File: src/rtl/alu_if.sv
// Operand/result bundle between the host harness and the ALU core.
interface alu_if #(
  parameter int WIDTH = 8
);
  logic             in_valid;
  logic [3:0]       opcode;
  logic [WIDTH-1:0] A;
  logic [WIDTH-1:0] B;
  logic [WIDTH-1:0] result;
  logic             out_valid;
  logic             carry;
  logic             zero;
  logic             negative;
  logic             overflow;

  // Host side: issues operations, observes results.
  modport master (
    output in_valid, opcode, A, B,
    input  result, out_valid, carry, zero, negative, overflow
  );

  // ALU side.
  modport slave (
    input  in_valid, opcode, A, B,
    output result, out_valid, carry, zero, negative, overflow
  );
endinterface

File: src/rtl/alu.sv
// 8-bit registered ALU: 16 ops, one-cycle latency, flags held between ops.
module alu #(
  parameter int WIDTH = 8
) (
  input  logic  clk,
  input  logic  rst,
  alu_if.slave  bus
);
  typedef enum logic [3:0] {
    OP_ADD  = 4'd0,  OP_SUB  = 4'd1,  OP_AND  = 4'd2,  OP_OR   = 4'd3,
    OP_XOR  = 4'd4,  OP_NOT  = 4'd5,  OP_NAND = 4'd6,  OP_NOR  = 4'd7,
    OP_XNOR = 4'd8,  OP_SHL  = 4'd9,  OP_SHR  = 4'd10, OP_SAR  = 4'd11,
    OP_ROL  = 4'd12, OP_ROR  = 4'd13, OP_MUL  = 4'd14, OP_LTU  = 4'd15
  } op_e;

  logic [WIDTH-1:0]   result_q, result_d;
  logic               carry_q, carry_d;
  logic               zero_q, zero_d;
  logic               negative_q, negative_d;
  logic               overflow_q, overflow_d;
  logic               out_valid_q, out_valid_d;

  logic [WIDTH-1:0]   alu_r;
  logic               alu_c, alu_v;

  logic [WIDTH:0]     sum_w, diff_w, shl_w, shr_w, sar_w;
  logic [2*WIDTH-1:0] prod_w, rol_w, ror_w;
  logic [2:0]         sh;

  // Datapath candidates; shifters carry one extra bit to capture the shift-out.
  always_comb begin
    sh     = bus.B[2:0];
    sum_w  = {1'b0, bus.A} + {1'b0, bus.B};
    diff_w = {1'b0, bus.A} - {1'b0, bus.B};
    prod_w = {{WIDTH{1'b0}}, bus.A} * {{WIDTH{1'b0}}, bus.B};
    shl_w  = {1'b0, bus.A} << sh;
    shr_w  = {bus.A, 1'b0} >> sh;
    sar_w  = $signed({bus.A, 1'b0}) >>> sh;
    rol_w  = {bus.A, bus.A} << sh;
    ror_w  = {bus.A, bus.A} >> sh;
  end

  // Opcode select: result, carry and signed overflow for the incoming op.
  always_comb begin
    alu_r = '0;
    alu_c = 1'b0;
    alu_v = 1'b0;
    case (op_e'(bus.opcode))
      OP_ADD: begin
        alu_r = sum_w[WIDTH-1:0];
        alu_c = sum_w[WIDTH];
        alu_v = (bus.A[WIDTH-1] == bus.B[WIDTH-1]) && (alu_r[WIDTH-1] != bus.A[WIDTH-1]);
      end
      OP_SUB: begin
        alu_r = diff_w[WIDTH-1:0];
        alu_c = diff_w[WIDTH];
        alu_v = (bus.A[WIDTH-1] != bus.B[WIDTH-1]) && (alu_r[WIDTH-1] != bus.A[WIDTH-1]);
      end
      OP_AND:  alu_r = bus.A & bus.B;
      OP_OR:   alu_r = bus.A | bus.B;
      OP_XOR:  alu_r = bus.A ^ bus.B;
      OP_NOT:  alu_r = ~bus.A;
      OP_NAND: alu_r = ~(bus.A & bus.B);
      OP_NOR:  alu_r = ~(bus.A | bus.B);
      OP_XNOR: alu_r = ~(bus.A ^ bus.B);
      // Shift-out bit is zero naturally when the amount is zero.
      OP_SHL: begin
        alu_r = shl_w[WIDTH-1:0];
        alu_c = shl_w[WIDTH];
      end
      OP_SHR: begin
        alu_r = shr_w[WIDTH:1];
        alu_c = shr_w[0];
      end
      OP_SAR: begin
        alu_r = sar_w[WIDTH:1];
        alu_c = sar_w[0];
      end
      OP_ROL:  alu_r = rol_w[2*WIDTH-1:WIDTH];
      OP_ROR:  alu_r = ror_w[WIDTH-1:0];
      OP_MUL: begin
        alu_r = prod_w[WIDTH-1:0];
        alu_c = |prod_w[2*WIDTH-1:WIDTH];
      end
      OP_LTU:  alu_r = {{(WIDTH-1){1'b0}}, (bus.A < bus.B)};
      default: ;
    endcase
  end

  // Next state: capture on in_valid, otherwise hold everything but out_valid.
  always_comb begin
    result_d    = result_q;
    carry_d     = carry_q;
    zero_d      = zero_q;
    negative_d  = negative_q;
    overflow_d  = overflow_q;
    out_valid_d = 1'b0;
    if (bus.in_valid) begin
      result_d    = alu_r;
      carry_d     = alu_c;
      zero_d      = (alu_r == '0);
      negative_d  = alu_r[WIDTH-1];
      overflow_d  = alu_v;
      out_valid_d = 1'b1;
    end
  end

  // Output registers; reset wins over a concurrent or in-flight operation.
  always_ff @(posedge clk) begin
    if (rst) begin
      result_q    <= '0;
      carry_q     <= 1'b0;
      zero_q      <= 1'b0;
      negative_q  <= 1'b0;
      overflow_q  <= 1'b0;
      out_valid_q <= 1'b0;
    end else begin
      result_q    <= result_d;
      carry_q     <= carry_d;
      zero_q      <= zero_d;
      negative_q  <= negative_d;
      overflow_q  <= overflow_d;
      out_valid_q <= out_valid_d;
    end
  end

  assign bus.result    = result_q;
  assign bus.carry     = carry_q;
  assign bus.zero      = zero_q;
  assign bus.negative  = negative_q;
  assign bus.overflow  = overflow_q;
  assign bus.out_valid = out_valid_q;
endmodule

File: src/flat_wrapper.sv
// flat-port wrapper written by rule: the top's interface ports become plain ports
module alu_flat 
#(
  parameter int WIDTH = 8
)
  (clk, rst, bus_in_valid, bus_opcode, bus_A, bus_B, bus_result, bus_out_valid, bus_carry, bus_zero, bus_negative, bus_overflow);
  alu_if #(.WIDTH(WIDTH)) bus_i ();
  input  logic clk;
  input  logic rst;
  input wire logic [$bits(bus_i.in_valid)-1:0] bus_in_valid;
  input wire logic [$bits(bus_i.opcode)-1:0] bus_opcode;
  input wire logic [$bits(bus_i.A)-1:0] bus_A;
  input wire logic [$bits(bus_i.B)-1:0] bus_B;
  output wire logic [$bits(bus_i.result)-1:0] bus_result;
  output wire logic [$bits(bus_i.out_valid)-1:0] bus_out_valid;
  output wire logic [$bits(bus_i.carry)-1:0] bus_carry;
  output wire logic [$bits(bus_i.zero)-1:0] bus_zero;
  output wire logic [$bits(bus_i.negative)-1:0] bus_negative;
  output wire logic [$bits(bus_i.overflow)-1:0] bus_overflow;
  assign bus_i.in_valid = bus_in_valid;
  assign bus_i.opcode = bus_opcode;
  assign bus_i.A = bus_A;
  assign bus_i.B = bus_B;
  assign bus_result = bus_i.result;
  assign bus_out_valid = bus_i.out_valid;
  assign bus_carry = bus_i.carry;
  assign bus_zero = bus_i.zero;
  assign bus_negative = bus_i.negative;
  assign bus_overflow = bus_i.overflow;
  alu #(.WIDTH(WIDTH)) u_core (.clk(clk), .rst(rst), .bus(bus_i));
endmodule
File: config.mk
export PLATFORM = sky130hd
export DESIGN_NAME = alu_flat
export DESIGN_NICKNAME = d
export VERILOG_FILES = /design/src/rtl/alu_if.sv /design/src/rtl/alu.sv /design/src/flat_wrapper.sv
export SDC_FILE = /design/constraint.sdc
export NUM_CORES = 1
export LEC_CHECK = 0
export BUFFER_PORTS_ARGS = -buffer_cell sky130_fd_sc_hd__buf_2
export CAP_MARGIN = 20
export CELL_PAD_IN_SITES_DETAIL_PLACEMENT = 1
export CELL_PAD_IN_SITES_GLOBAL_PLACEMENT = 1
export CORE_AREA = 2 2 113 115
export CTS_CLUSTER_SIZE = 28
export DETAILED_ROUTE_END_ITERATION = 7
export DIE_AREA = 0 0 115 117
export PLACE_DENSITY_LB_ADDON = 0.1
export REMOVE_ABC_BUFFERS = 1
export SETUP_SLACK_MARGIN = 0.02
export SYNTH_ARGS = -nofsm -noshare
export SYNTH_HDL_FRONTEND = slang
export SYNTH_SLANG_ARGS = --single-unit
File: constraint.sdc
create_clock -name clk -period 4.8 [get_ports clk]
set_input_delay 0.72 -clock clk [delete_from_list [all_inputs] [get_ports clk]]
set_output_delay 0.72 -clock clk [all_outputs]
set_load 0.03 [all_outputs]
==> impl_metrics.ini, run 1 <==
[outcome]
status = complete, no violations

[layout]
nets = 864
layout_common_cells = inv_1 (80), nand2_1 (74), nor2_1 (72)
syn2layout_area_growth_pct = 17.9
layout_commonest_cell = inv_1
post-route-util_pct = 49.3
drive_gt1_share_pct = 21.6
fillCellCount = 1554
fin_cells = 891
design_area_um2 = 6060
diodes = 0

[sta]
rsz0062_at_grt = no
fmax_mhz = 215
finalHoldViolCount = 0
tightestPinTransition_ps = 959
setup_tns_ps = 0
fin_ws_ps = 150
final_max_slew_viol_count = 0
fin_hold_ws_ps = 449
slew-limit-headroom_pct = 34.4
layout_min_cycle_time_ps = 4650
fin_crit_sh_pct = 96.9
setup_viol = 0
finalClockSkew_ps = 0

[global_routing]
grt_overflow = 0
grt_pass1_wl_um = 32200
antenna_found_initial = 0
grt_max_degree = 42
grt_pass1_vias = 5745
track_usage_pct = 31.3

[die]
core_um2 = 12300
die_w_um = 115
rows = 41
io_pins = 36
start_util_pct = 41.8
dieArea_um2 = 13500
dieHeight_um = 117

[critical_path]
critical_path.endpoint_type = flip-flop
critPathKind = input pin to flip-flop
crit_path_max_fanout = 7
critPathRequiredTime_ps = 4980
crit_path_start_kind = input pin
cp_data_arrival_time_ps = 4830
r2r_cells = 2

[power]
power.density_nw_per_um2 = 250
power.total_mw = 1.52
ir_drop_uv = 249
static-leakage-power_nw = 2.84

[routing]
drtIter0Drc = 333
wl_per_cell_um = 22.9
via_per_inst = 6.14
num_vias = 5472
dr.pass1.iters = 7
ant_nets = 0
finalWirelength_um = 20400
drc = 0

[synth]
postSynthRegisterBits = 12
avgSynthCellArea_um2 = 7.59
synthFlopType = dfxtp_1
synth-edff-count = 0
synth-async-reset-ratio_pct = 0
netlist_area_um2 = 5140
synthCells = 678
yosysSeqAreaShare_pct = 4.67
synth.distinct_cells = 75
yosys_warnings = 0

[clock_network]
cts_htree_levels = 1
numCtsBuffers = 3
root_buffer = clkbuf_16
clock_latency_ps = 240
postCtsHoldBufs = 0
cts_buffer_depth = 2
clkSinkCount = 12
clk_pin_slew_ps = 50
cts_tree = done

[place]
port_buffers = 35
place_congestion = 0.994
numPlacedInstances = 884
dpl.hpwl_um = 16600
dpl_cell_area_um2 = 5780
pre_cts_slack_ps = -225

[min_path]
worstHoldPathType = flip-flop to flip-flop
min_delay_path_depth = 2

[run]
drv_cap = 0
-- registers in the layout (all words and copies together) (netlist names) --
| name | cells |
|---|---|
| u_core.bus.out_valid | 1 |
| u_core.bus.result | 7 |
| u_core.bus.zero | 1 |
| u_core.bus.carry | 1 |
| u_core.bus.negative | 1 |
| u_core.bus.overflow | 1 |
-- power breakdown --
part           switching (mW)  internal, mW  total (mW)
Clock                  0.0478         0.126       0.174
Combinational           0.682         0.551        1.23
Sequential            0.00341         0.107       0.111
Total                   0.733         0.784        1.52
-- final timing paths --
path	from	end	slack, ps
setup / recovery	bus_A[3]	u_core.bus.zero$_SDFFE_PP0P_	150
hold / removal	u_core.bus.zero$_SDFFE_PP0P_	u_core.bus.zero$_SDFFE_PP0P_	450
setup reg to reg	u_core.bus.carry$_SDFFE_PP0P_	u_core.bus.carry$_SDFFE_PP0P_	3880
hold reg to reg	u_core.bus.zero$_SDFFE_PP0P_	u_core.bus.zero$_SDFFE_PP0P_	450
-- Yosys cell counts, drive strengths merged (8+ instances only) --
library cell / instances / share of area (%)
a211oi: 12 / 1.8
a21oi: 37 / 3.6
buf: 21 / 2.5
clkbuf: 23 / 1.7
dfxtp: 12 / 4.7
fa: 38 / 15
ha: 61 / 15
inv: 86 / 6.3
mux2i: 11 / 2.1
mux4: 15 / 6.7
nand2: 74 / 5.4
nand3: 14 / 1.4
nor2: 75 / 5.5
nor2b: 14 / 1.7
nor3: 13 / 1.4
o211ai: 9 / 1.4
o21ai: 28 / 2.7
xnor2: 10 / 1.7
xor2: 8 / 1.4
-- layout make-up --
class | instances | area [µm²] | area share [%]
clock buffers | 4 | 88.8 | 1.46
inverters | 87 | 327 | 5.38
flip-flops and latches | 12 | 240 | 3.96
repair buffers | 103 | 727 | 12.0
multi-input cells | 535 | 4490 | 74.1
well taps | 150 | 188 | 3.09
-- worst max-delay path: stages --
cell and delay, ps:
buf_2 200, inv_1 160, nor2_1 170, fa_1 450
ha_1 290, inv_1 50, fa_1 520, inv_2 50
fa_2 480, a21bo_2 220, o211ai_1 140, o2111ai_2 220
nor4b_4 370, o21bai_1 110, nor4_2 280, buf_4 160
nand4_1 80, o21ai_1 140
-- cells by family after synthesis --
logic type	after synthesis	synth area share, %
buf+inv	131	10.6
flops	12	4.67
fa+ha+maj	99	29.6
xor+xnor	18	3.06
simple gates	238	22.3
compound gates	150	20.1
mux	30	9.73
-- per-layer routing --
metal | vias up | track usage [%] | share of wire, %
li1 | 2483 | - | -
met1 | 2750 | 39.9 | 41
met2 | 192 | 55.3 | 50
met3 | 47 | 3.71 | 5.5
met4 | 0 | 10.5 | 3.6
met5 | - | 0 | 0
-- timing repair --
item                                    4_1_cts  5_1_grt
buffers inserted                              0        3
pin swaps                                     0       21
endpoints found under the setup margin        1        3
resized for setup                             1       44
cloned                                        0        0
Power figures use the tool's default switching activity.
==> inputs of run 2 (changes only) <==
MAX_ROUTING_LAYER = met4   (was default)
==> run 2 against run 1 <==
Effect of this change:
- worst hold slack gained 17 ps
- flip-flop and latch count unchanged
- critical endpoint is now u_core.bus.result[6]$_SDFFE_PP0P_
- clock power fell by 9.8%
- utilization fell by 0.38 points
- largest cell class unchanged
- routed wire length down 0.79%
- sequential power barely moved
- worst setup slack got worse by 42 ps
- via count down 2.0%
==> impl_metrics.ini, run 2 (synthesis results as in run 1) <==
[critical_path]
r2r_cells = 2
path_cells = buf_4, buf_4, ha_1, inv_1, fa_1, inv_1, ha_1, inv_1, fa_1, fa_1, inv_1, ha_1, and3b_1, nor3b_2, a211oi_1, buf_4, a31oi_1, o22ai_1, a211o_1, a21oi_1
critPathLaunch = bus_B[3]
r2r-start = u_core.bus.carry$_SDFFE_PP0P_
reg2reg_to = u_core.bus.carry$_SDFFE_PP0P_
crit_path_start_kind = input pin
slowest_stage = fa_1
critPathRequiredTime_ps = 4970
cpPeakStageDelay_ps = 500
worst_path_most_repeated_cell = inv_1
cp_data_arrival_time_ps = 4860
critical_path.endpoint_type = flip-flop
crit_path_max_fanout = 4
critPathKind = input pin to flip-flop
r2r_slack_ps = 3900

[layout]
diodes = 0
nets = 865
syn2layout_area_growth_pct = 17.0
layout_commonest_cell = inv_1
largest_reg_flops = 7
layout_common_cells = inv_1 (80), nand2_1 (74), nor2_1 (71)
drive_gt1_share_pct = 21.5
design_area_um2 = 6020

[global_routing]
grt_pass1_wl_um = 31300
track_usage_pct = 31.4
grt_overflow = 0
grt_pass1_vias = 5442
grt_max_degree = 42
antenna_found_initial = 0

[power]
switching_power_mw = 0.727
p_sw_share_pct = 48.6
power.total_mw = 1.50
ir_drop_uv = 199
static-leakage-power_nw = 2.83
p_int_mw = 0.769
power.density_nw_per_um2 = 249
p_clk_share_pct = 10.5
share_seq_of_total_power_pct = 7.4
combPwrFrac_pct = 82.1

[die]
io_pins = 36
start_util_pct = 41.8
dieHeight_um = 117
core_um2 = 12300
die_w_um = 115
rows = 41
dieArea_um2 = 13500

[routing]
drc = 0
wl_per_cell_um = 22.7
ant_nets = 0
drtIter0Drc = 345
finalWirelength_um = 20300
via_per_inst = 6.02
num_vias = 5362
dr.pass1.iters = 5

[place]
dpl.hpwl_um = 16500
pre_cts_slack_ps = -271
place_congestion = 0.994
dpl_cell_area_um2 = 5790
port_buffers = 35

[sta]
fin_hold_ws_ps = 466
finalHoldViolCount = 0
layout_min_cycle_time_ps = 4690
fin_crit_sh_pct = 97.7
slew-limit-headroom_pct = 44.1
fin_ws_ps = 108
fmax_mhz = 213
setup_viol = 0
setup_tns_ps = 0
final_max_slew_viol_count = 0
tightestPinTransition_ps = 831
finalClockSkew_ps = 0

[clock_network]
root_buffer = clkbuf_16
clock_latency_ps = 250
clkSinkCount = 12
cts_tree = done
cts_htree_levels = 1
cts_buffer_depth = 2
postCtsHoldBufs = 0
clk_pin_slew_ps = 50
numCtsBuffers = 3

[min_path]
min_delay_path_depth = 2
worstHoldPathType = flip-flop to flip-flop
hold_path_end = u_core.bus.zero$_SDFFE_PP0P_
min-delay-start = u_core.bus.zero$_SDFFE_PP0P_

[run]
drv_cap = 0

[outcome]
status = complete, no violations
-- run 2: cell types whose count changed in the layout (fill, tap and decap cells not counted), sizes merged --
cell,before,now
buf,99,103
clkbuf,7,4
clkdlybuf4s18,1,0
-- run 2: layout make-up --
class	instances	area, µm²
fill	1566	6290
timing repair buffer	104	719
sequential	12	240
multi-input combinational	535	4460
inverter	87	332
tap	150	188
clock buffer	3	75.1
-- run 2: through the flow --
stage	cells	util, %
final	891	48.9
after floorplan	634	-
after global placement	885	47.0
after CTS	888	47.7
after global routing	891	48.9
after detailed placement	885	47.0
-- run 2: worst max path at each step --
stage | endpoint | slack (ps) | cells past startpoint
2_1_floorplan | u_core.bus.carry$_SDFFE_PP0P_ | -30 | 17
5_1_grt | u_core.bus.result[6]$_SDFFE_PP0P_ | -60 | 20
4_1_cts | u_core.bus.result[6]$_SDFFE_PP0P_ | 40 | 20
3_3_place_gp | u_core.bus.zero$_SDFFE_PP0P_ | -120 | 20
3_5_place_dp | u_core.bus.carry$_SDFFE_PP0P_ | -270 | 18
6_report | u_core.bus.result[6]$_SDFFE_PP0P_ | 110 | 20
-- run 2: layer usage --
layer  track usage [%]  wire, µm  vias to the layer above
met3              1.70       789                       43
met4              8.76       650                        0
li1                  -         -                     2484
met1              40.3      8800                     2680
met5                 -         0                        -
met2              54.0     10000                      155
-- run 2: what timing repair did --
| action | 4_1_cts | 5_1_grt |
|---|---|---|
| setup endpoints to repair | 1 | 3 |
| pin swaps | 0 | 18 |
| cloned | 0 | 0 |
| hold endpoints to repair | 0 | 0 |
| gates resized for setup | 1 | 37 |
| setup buffers | 0 | 3 |
-- run 2: worst max-delay path: cells and delay by family --
family,cells,cell delay (ps)
AO/OA/AOI/OAI,5,840
adder cells (fa/ha/maj),6,2210
buffers and inverters,7,620
AND/OR/NAND/NOR,2,480
-- run 2: power by group through the flow --
stage	combinational (mW)	sequential (mW)	clock, mW
2_1_floorplan	0.688	0.129	0
3_3_place_gp	1.08	0.112	0
3_5_place_dp	1.12	0.113	0
4_1_cts	1.14	0.111	0.155
5_1_grt	1.35	0.111	0.160
6_report	1.23	0.111	0.157
